## src/rtl/clairisc_rf2r1w_pkg.sv

```systemverilog
// rtl/clairisc_rf2r1w_pkg.sv - shared types and defaults for the clairisc register file
package clairisc_rf2r1w_pkg;

   localparam int RF_DATA_W = 8;
   localparam int RF_ADDR_W = 7;
   localparam int RF_DEPTH  = 128;

   typedef enum logic {
      RF_INIT = 1'b0,
      RF_RUN  = 1'b1
   } rf_state_e;

   // Sweep counter width: index range plus one bit of headroom
   function automatic int rf_cnt_w(input int depth);
      return $clog2(depth) + 1;
   endfunction

endpackage

```

## src/rtl/clairisc_rf2r1w_if.sv

```systemverilog
// rtl/clairisc_rf2r1w_if.sv - register file access bus (read ports A/B, write port, control)
interface clairisc_rf2r1w_if
   import clairisc_rf2r1w_pkg::*;
#(
   parameter int DATA_W = RF_DATA_W,
   parameter int ADDR_W = RF_ADDR_W
) ();

   logic              clr;
   logic              wr_en;
   logic [ADDR_W-1:0] wr_addr;
   logic [DATA_W-1:0] wr_data;
   logic [ADDR_W-1:0] rd_addr_a;
   logic [ADDR_W-1:0] rd_addr_b;
   logic [DATA_W-1:0] rd_data_a;
   logic [DATA_W-1:0] rd_data_b;
   logic              ready;

   modport master (
      output clr, wr_en, wr_addr, wr_data, rd_addr_a, rd_addr_b,
      input  rd_data_a, rd_data_b, ready
   );

   modport slave (
      input  clr, wr_en, wr_addr, wr_data, rd_addr_a, rd_addr_b,
      output rd_data_a, rd_data_b, ready
   );

endinterface

```

## src/rtl/clairisc_rf2r1w_init_seq.sv

```systemverilog
// rtl/clairisc_rf2r1w_init_seq.sv - INIT/RUN sequencer that sweeps every array entry
module clairisc_rf2r1w_init_seq
   import clairisc_rf2r1w_pkg::*;
#(
   parameter int ADDR_W = RF_ADDR_W,
   parameter int DEPTH  = RF_DEPTH
) (
   input  logic              clk,
   input  logic              rst,
   input  logic              clr,
   output logic              init_we,
   output logic [ADDR_W-1:0] init_addr,
   output logic              ready
);

   localparam int               CNT_W = rf_cnt_w(DEPTH);
   localparam logic [CNT_W-1:0] LAST  = CNT_W'(DEPTH - 1);

   rf_state_e        state;
   logic [CNT_W-1:0] cnt;

   // State, sweep counter and ready flag; clr restarts the sweep from any state
   always_ff @(posedge clk or posedge rst) begin
      if (rst) begin
         state <= RF_INIT;
         cnt   <= '0;
         ready <= 1'b0;
      end else if (clr) begin
         state <= RF_INIT;
         cnt   <= '0;
         ready <= 1'b0;
      end else begin
         case (state)
            RF_INIT: begin
               if (cnt == LAST) begin
                  state <= RF_RUN;
                  cnt   <= '0;
                  ready <= 1'b1;
               end else begin
                  cnt <= cnt + CNT_W'(1);
               end
            end
            RF_RUN: begin
               state <= RF_RUN;
            end
         endcase
      end
   end

   assign init_we   = (state == RF_INIT);
   assign init_addr = ADDR_W'(cnt);

endmodule

```

## src/rtl/clairisc_rf2r1w.sv

```systemverilog
// rtl/clairisc_rf2r1w.sv - two-read one-write register file with forwarding and init sweep
module clairisc_rf2r1w
   import clairisc_rf2r1w_pkg::*;
#(
   parameter int                DATA_W   = RF_DATA_W,
   parameter int                ADDR_W   = RF_ADDR_W,
   parameter int                DEPTH    = RF_DEPTH,
   parameter logic [DATA_W-1:0] INIT_VAL = '0
) (
   input  logic            clk,
   input  logic            rst,
   clairisc_rf2r1w_if.slave rf
);

   localparam logic [ADDR_W:0] DEPTH_L = (ADDR_W + 1)'(DEPTH);

   // Addresses at or above DEPTH have no storage behind them
   function automatic logic in_range(input logic [ADDR_W-1:0] addr);
      return {1'b0, addr} < DEPTH_L;
   endfunction

   logic              init_we;
   logic [ADDR_W-1:0] init_addr;
   logic              ready;

   logic              r_we;
   logic [ADDR_W-1:0] r_wr_addr;
   logic [DATA_W-1:0] r_wr_data;
   logic [ADDR_W-1:0] r_rd_addr_a;
   logic [ADDR_W-1:0] r_rd_addr_b;
   logic              commit;

   logic [DATA_W-1:0] mem [DEPTH];

   clairisc_rf2r1w_init_seq #(
      .ADDR_W (ADDR_W),
      .DEPTH  (DEPTH)
   ) u_init_seq (
      .clk       (clk),
      .rst       (rst),
      .clr       (rf.clr),
      .init_we   (init_we),
      .init_addr (init_addr),
      .ready     (ready)
   );

   // Input pipeline; a write is only accepted while running and not being cleared
   always_ff @(posedge clk or posedge rst) begin
      if (rst) begin
         r_we        <= 1'b0;
         r_wr_addr   <= '0;
         r_wr_data   <= '0;
         r_rd_addr_a <= '0;
         r_rd_addr_b <= '0;
      end else begin
         r_we        <= rf.wr_en & ready & ~rf.clr;
         r_wr_addr   <= rf.wr_addr;
         r_wr_data   <= rf.wr_data;
         r_rd_addr_a <= rf.rd_addr_a;
         r_rd_addr_b <= rf.rd_addr_b;
      end
   end

   assign commit = r_we & ready & in_range(r_wr_addr);

   // Array write port: the sweep owns it during INIT, the pipelined write otherwise
   always_ff @(posedge clk) begin
      if (init_we) begin
         mem[init_addr] <= INIT_VAL;
      end else if (commit) begin
         mem[r_wr_addr] <= r_wr_data;
      end
   end

   // Port A read with forwarding from the write still in flight
   always_comb begin
      rf.rd_data_a = '0;
      if (ready && in_range(r_rd_addr_a)) begin
         if (r_we && (r_rd_addr_a == r_wr_addr)) begin
            rf.rd_data_a = r_wr_data;
         end else begin
            rf.rd_data_a = mem[r_rd_addr_a];
         end
      end
   end

   // Port B read with forwarding from the write still in flight
   always_comb begin
      rf.rd_data_b = '0;
      if (ready && in_range(r_rd_addr_b)) begin
         if (r_we && (r_rd_addr_b == r_wr_addr)) begin
            rf.rd_data_b = r_wr_data;
         end else begin
            rf.rd_data_b = mem[r_rd_addr_b];
         end
      end
   end

   assign rf.ready = ready;

endmodule

```

## src/flat_wrapper.sv

```systemverilog
// flat-port wrapper written by rule: the top's interface ports become plain ports
module clairisc_rf2r1w_flat import clairisc_rf2r1w_pkg::*;
#(
   parameter int                DATA_W   = RF_DATA_W,
   parameter int                ADDR_W   = RF_ADDR_W,
   parameter int                DEPTH    = RF_DEPTH,
   parameter logic [DATA_W-1:0] INIT_VAL = '0
)
  (clk, rst, rf_clr, rf_wr_en, rf_wr_addr, rf_wr_data, rf_rd_addr_a, rf_rd_addr_b, rf_rd_data_a, rf_rd_data_b, rf_ready);
  clairisc_rf2r1w_if #(.DATA_W(DATA_W), .ADDR_W(ADDR_W)) rf_i ();
  input  logic clk;
  input  logic rst;
  input wire logic [$bits(rf_i.clr)-1:0] rf_clr;
  input wire logic [$bits(rf_i.wr_en)-1:0] rf_wr_en;
  input wire logic [$bits(rf_i.wr_addr)-1:0] rf_wr_addr;
  input wire logic [$bits(rf_i.wr_data)-1:0] rf_wr_data;
  input wire logic [$bits(rf_i.rd_addr_a)-1:0] rf_rd_addr_a;
  input wire logic [$bits(rf_i.rd_addr_b)-1:0] rf_rd_addr_b;
  output wire logic [$bits(rf_i.rd_data_a)-1:0] rf_rd_data_a;
  output wire logic [$bits(rf_i.rd_data_b)-1:0] rf_rd_data_b;
  output wire logic [$bits(rf_i.ready)-1:0] rf_ready;
  assign rf_i.clr = rf_clr;
  assign rf_i.wr_en = rf_wr_en;
  assign rf_i.wr_addr = rf_wr_addr;
  assign rf_i.wr_data = rf_wr_data;
  assign rf_i.rd_addr_a = rf_rd_addr_a;
  assign rf_i.rd_addr_b = rf_rd_addr_b;
  assign rf_rd_data_a = rf_i.rd_data_a;
  assign rf_rd_data_b = rf_i.rd_data_b;
  assign rf_ready = rf_i.ready;
  clairisc_rf2r1w #(.DATA_W(DATA_W), .ADDR_W(ADDR_W), .DEPTH(DEPTH), .INIT_VAL(INIT_VAL)) u_core (.clk(clk), .rst(rst), .rf(rf_i));
endmodule
```

## config.mk

```make
export PLATFORM = sky130hd
export DESIGN_NAME = clairisc_rf2r1w_flat
export DESIGN_NICKNAME = d
export VERILOG_FILES = /design/src/rtl/clairisc_rf2r1w_pkg.sv /design/src/rtl/clairisc_rf2r1w_if.sv /design/src/rtl/clairisc_rf2r1w_init_seq.sv /design/src/rtl/clairisc_rf2r1w.sv /design/src/flat_wrapper.sv
export SDC_FILE = /design/constraint.sdc
export NUM_CORES = 1
export LEC_CHECK = 0
export BUFFER_PORTS_ARGS = -buffer_cell sky130_fd_sc_hd__buf_2
export CAP_MARGIN = 20
export CORE_MARGIN = 1
export CORE_UTILIZATION = 44
export CTS_CLUSTER_SIZE = 8
export DETAILED_ROUTE_END_ITERATION = 10
export GPL_ROUTABILITY_DRIVEN = 0
export PLACE_DENSITY = 0.58
export SLEW_MARGIN = 5
export SYNTH_ARGS = -nofsm -noshare
export SYNTH_HDL_FRONTEND = slang
export SYNTH_SLANG_ARGS = --single-unit
export TNS_END_PERCENT = 30
```

## constraint.sdc

```tcl
create_clock -name clk -period 4.3 [get_ports clk]
set_clock_uncertainty 0.05 [all_clocks]
set_input_delay 0.215 -clock clk [delete_from_list [all_inputs] [get_ports clk]]
set_output_delay 0.215 -clock clk [all_outputs]
set_load 0.05 [all_outputs]
```

# == Word-level counts from Yosys, hierarchy flattened ==
# Memory sizes are Yosys's and may differ from the RTL's.
# Cells that the tools add are included.
# word_totals
reg_bits,40
latchBits,0
ram_bits,1024
romBits,0
input_bits,33
output_inout_bits,17
elab_cells,44
mem_count,1
# classes
n_addsub,1
n_mul,0
div_mod_pow,0
magnitude_cmp,0
n_eq_ne,4
shifts,0
muxes,20
bitwise,5
reduce_logical,5
# mem_list
name,depth,word_bits,rd,rd_ports_with_merged_regs,write_ports,line_no,text
u_core.mem,128,8,2,0,1,clairisc_rf2r1w.sv:33,logic [DATA_W-1:0] mem [DEPTH];
# ops
op,count
2-to-1 mux 8 bit,8
equality test 7 bit,2
2-to-1 mux 1 bit,10
adder 8 x 1 -> 8 bit (second input constant),1
equality test 8 x 7 -> 1 bit (second input constant),1
OR reduction 8 bit,1
2-to-1 mux 7 bit,1
bitwise AND 1 bit,3
logical AND 1 bit,2
inequality test 2 bit (second input constant),1
inverter 1 bit,2
case mux 1 bit (2 select lines),1
AND reduction 2 bit,1
nonzero test 2 bit,1

# == Logic depth before layout (Yosys ltp) ==
# logic_depth
word_depth,6
depth_mapped,12
mapped_depth_nobuf,6

# == Hierarchy ==
# Synthesis repeated with hierarchy kept, for this count alone.
# unflattened
hier_cells,2936
area_unflattened_um2,50512.2
# by_module_without_submodules
mod,instances,cells_each,area_per_inst_um2,seq_area_each_um2
clairisc_rf2r1w,1,2878,49926.6,31500.2
clairisc_rf2r1w_init_seq,1,58,585.6,250.2

# == Worst setup path before layout ==
# Ideal clock, no wire load.
# synth_path
path_kind,flip-flop to flip-flop
startpoint,register u_core.u_init_seq.ready
endpoint,"memory u_core.mem[0][0] in the netlist's numbering, data pin"
setup_time_ns,0.535
t_arrival_ns,2.852
required_time_ns,3.715
path_slack_ns,0.863
path_stages_with_launch,4
n_path_buf,1
period_less_slack_ns,3.437
path_cell_list,dfrtp_1 -> and3_1 -> clkbuf_1 -> and2_1
# synth_via
elab_chain_cells,6
# synth_rtl
element,line_no,text
start: declaration,clairisc_rf2r1w_init_seq.sv:13,output logic ready
start signal: assignment,clairisc_rf2r1w_init_seq.sv:27,ready <= 1'b0;
start signal: assignment,clairisc_rf2r1w_init_seq.sv:31,ready <= 1'b0;
start signal: assignment,clairisc_rf2r1w_init_seq.sv:38,ready <= 1'b1;
bitwise AND 1 bit,clairisc_rf2r1w.sv:64,assign commit = r_we & ready & in_range(r_wr_addr);
2-to-1 mux 1 bit,clairisc_rf2r1w.sv:70,end else if (commit) begin
2-to-1 mux 1 bit,clairisc_rf2r1w.sv:68,if (init_we) begin
2-to-1 mux 1 bit (implied by the code),clairisc_rf2r1w.sv:71,mem[r_wr_addr] <= r_wr_data;
OR reduction 8 bit (no source line),--,
2-to-1 mux 8 bit (no source line),--,
end: declaration,clairisc_rf2r1w.sv:33,
# Every way passes these cells.

# == Worst setup path after layout ==
# layout_path
startpoint,register u_core.r_rd_addr_b[0]
endpoint,output rf_rd_data_b[0]
# layout_via
elab_chain_cells,4
elab_cells_between_ends,5
classes_between,eq/ne: 1; mux: 2; reduce/logical: 1; memory: 1
# layout_rtl
element,line_no,text
start: declaration,clairisc_rf2r1w.sv:30,logic [ADDR_W-1:0] r_rd_addr_b;
start signal: assignment,clairisc_rf2r1w.sv:60,r_rd_addr_b <= rf.rd_addr_b;
"parallel branches: the longest is 2 deep, another holds memory read (128 x 8 bit)",--,
2-to-1 mux 8 bit *,clairisc_rf2r1w.sv:91,if (r_we && (r_rd_addr_b == r_wr_addr)) begin
2-to-1 mux 8 bit *,clairisc_rf2r1w.sv:90,if (ready && in_range(r_rd_addr_b)) begin
end: declaration,flat_wrapper.sv:20,output wire logic [$bits(rf_i.rd_data_b)-1:0] rf_rd_data_b;
# Every way passes the cells marked *.

==> results by group <==
Critical path
  • Worst Path Required: 4.03 ns
  • CP Cell Sequence: buf_12 -> buf_12 -> buf_12 -> xnor2_1 -> and4_1 -> a21oi_1 -> buf_4 -> o211ai_1 -> a2111oi_2 -> buf_4 -> nor3_1 -> buf_4 -> buf_2
  • Worst path arrival time: 4.18 ns
  • Startpoint Class: register
  • CP endpoint kind: output pin
  • Delay of the slowest cell on the worst path: 0.51 ns
  • CP max-delay cell: dfrtp_4
  • Worst-path fanout max: 21
  • WS Path Type: register to output pin

STA
  • Worst-Margin Slew: 1.13 ns
  • Count of final setup violators: 9
  • Final hold vios: 0
  • Period minus WS final: roughly 4.4 ns
  • Fmax achieved: approximately 0.22 GHz
  • Setup TNS: -0.446 ns
  • Slew Limit Fails: 0
  • Final WS setup: -0.148 ns
  • Tcrit/Tclk final: 1.03
  • RSZ-0062 raised after global routing: true
  • Rel. slew slack: 0.245

Floorplan
  • Die height: 342 microns
  • Die area: 117000 sq um
  • Core box area: between 100000 and 150000 sq um
  • Die Span X: 342 microns
  • I/O pin count: 50
  • Initial Util: 0.445
  • Num rows: 124

Synthesis
  • Syn_nets: 3056
  • Yosys cell types: 71
  • Ys flop type: edfxtp_1
  • Synth async-reset ratio: 0.0376
  • Seq cells post-synth: between 1000 and 1500
  • Cells after Synth: 3022
  • Mapped cell area: 51000 sq um
  • Count of flip-flops with a built-in enable after synthesis: 1024
  • Sequential area share after synthesis: 0.623
  • Yosys warns: 0
  • Avg Cell Area, Syn: 16.9 sq um

Placement
  • Post-Place Worst Slack: 0.285 ns
  • Input/output buffers: 49
  • HPWL after detailed placement: ~130 mm
  • Placed insts: 4745
  • Area of placed instances: 54900 sq um

Detailed routing
  • Final ANT Viol Nets: 0
  • DR WL/cell: 36.7 microns
  • Pre-antenna DRT Iters: 8
  • DRC Markers: 0
  • Via count: 34000
  • Initial DRC count: about 4700
  • Vias/cell: 6.79
  • Final WL: 184 mm

GRT
  • Antenna violations before repair: 8
  • Grt total ovfl: 0
  • Vias in the first global route: 33600
  • Total track usage: 0.313
  • First-pass GRT wire length: 256 mm
  • Largest net degree at the start of global routing: around 110

Finish
  • Fin nets: 3471
  • Core Util, Final: 0.523
  • Ant. Diodes: 0
  • Leading cell type in the layout, fill and taps excluded: edfxtp_1
  • Share of cells above drive strength 1: 0.302
  • Non-Filler Instances: 5008
  • Filler instances: 9140
  • Post-route cell area: 59900 sq um
  • Area growth, synth to finish: 17.5%
  • Most frequent cells in the layout: edfxtp_1 (1024), buf_4 (355), mux2i_1 (335)

Power and ir drop
  • Sequential share of power: 0.474
  • Leakage power: 20.3 nW
  • Clock power frac: 0.458
  • P_int: 0.0183 W
  • PwrDens: approximately 400 nW/um^2
  • Combinational Power Share: 0.068
  • Peak supply drop: 0.000358 V
  • Fraction of power spent switching nets: 0.233
  • Net Switching: 0.00556 W

Run status
  • Failing checks: negative setup slack
  • Status: finished, violations left

Clock network
  • CTS tree: yes
  • Clk root buf: clkbuf_16
  • TritonCTS buffer count: 151
  • Clock sink total: 1064
  • H-Tree Depth: 4
  • Worst-path clk slew: approximately 0.05 ns
  • Worst-Skew Late Latency: 0.77 ns
  • Clk buf depth: 3

Hold path
  • Hold Path Class: input port to register

Job
  • Max-cap violations: 0
## power by group through the flow
| stage | Combinational (W) | Sequential [W] | Clock [W] |
|---|---|---|---|
| floorplan | 0.000909 | 0.0115 | 0 |
| global placement | 0.00148 | 0.0115 | 0 |
| global route | 0.00165 | 0.0113 | 0.0114 |
| finish | 0.00163 | 0.0113 | 0.0109 |
| detailed placement | 0.00149 | 0.0115 | 0 |
| CTS | 0.00156 | 0.0113 | 0.0110 |
## cells in the mapped netlist (14+ instances only)
master | number | share of area
a211oi_1 | 40 | 0.0059
a21oi_1 | 59 | 0.0058
a221oi_1 | 18 | 0.0031
a22oi_1 | 149 | 0.022
and2_1 | 16 | 0.0020
buf_2 | 56 | 0.0055
buf_4 | 42 | 0.0062
buf_6 | 43 | 0.0095
clkbuf_1 | 64 | 0.0047
dfrtp_1 | 40 | 0.020
edfxtp_1 | 1024 | 0.60
mux2_2 | 60 | 0.013
mux2i_1 | 338 | 0.066
mux4_1 | 33 | 0.017
mux4_2 | 310 | 0.14
nand2_1 | 132 | 0.0097
nand2b_1 | 14 | 0.0017
nand3_1 | 50 | 0.0049
nand3b_1 | 14 | 0.0021
nand4_1 | 21 | 0.0026
nor2_1 | 176 | 0.013
nor2b_1 | 33 | 0.0040
nor3_1 | 26 | 0.0026
nor4_1 | 15 | 0.0018
o21ai_0 | 45 | 0.0044
o22ai_1 | 36 | 0.0044
## worst max-delay path, delay by kind of cell, from the launching register on
family	cells	cell delay, ns
AOI/OAI and AO/OA	3	1.04
DFF	1	0.51
xor gates and xnor gates	1	0.15
and+or+nand+nor	2	0.31
buffers and inverters	7	1.40
## final timing paths
path	depth (start not counted)	slack (ns)	startpoint	end
setup reg to reg	6	0.50	u_core.u_init_seq.state	u_core.mem[121][5]
hold / removal	2	0.04	rf_rd_addr_a[4]	u_core.r_rd_addr_a[4]
min in group asynchronous	4	0.39	rst	u_core.u_init_seq.cnt[2]
hold reg to reg	2	0.55	u_core.u_init_seq.cnt[7]	u_core.u_init_seq.cnt[7]
setup / recovery	13	-0.15	u_core.r_rd_addr_b[0]	rf_rd_data_b[0]
max in group asynchronous	5	3.29	rst	u_core.r_rd_addr_a[4]
## metal layers
layer | global-route usage | up-vias | wire, microns
met5 | 0 | - | 54
met4 | 0.172 | 8 | 11200
met3 | 0.0802 | 494 | 20400
met2 | 0.470 | 2393 | 82100
met1 | 0.418 | 17800 | 70000
li1 | - | 13400 | -
## registers in the layout, summed over array words and instances, names as in the netlist
register and cells:
u_core.r_we 1, u_core.r_wr_addr 7, u_core.mem 1024, u_core.u_init_seq.cnt 8
u_core.r_rd_addr_b 7, u_core.u_init_seq.ready 1, u_core.r_rd_addr_a 7, u_core.r_wr_data 8
u_core.u_init_seq.state 1
## layout make-up
class                      count  area, sq um  area share
clock inverter                14          204     0.00340
timing repair buffer         483         4130      0.0689
clock buffer                 198         4030      0.0672
tap                         1512         1890      0.0316
sequential                  1064        31800       0.530
multi-input combinational   1728        17900       0.298
inverter                       9         33.8    0.000564
## through the flow
stage	hold slack [ns]	total power (W)
after floorplan	0.196	0.0124
after global placement	0.273	0.0130
after detailed placement	0.274	0.0130
after CTS	0.00805	0.0239
after global routing	0.0289	0.0244
final	0.0430	0.0239
## logic make-up after synthesis
kind of cell               synth area share
adders and majority gates          0.000245
muxes                                 0.234
buffers and inverters                0.0311
AOI/OAI and AO/OA                    0.0600
xor gates and xnor gates            0.00309
DFF                                   0.623
and+or+nand+nor                      0.0494
## repair_timing
item,4_1_cts,5_1_grt
setup endpoints to repair,16,14
gates resized for setup,21,25
hold buffers,33,1
endpoints found under the hold margin,80,6
pin swaps,0,1
buffers inserted,15,1
Power figures use the tool's default switching activity.
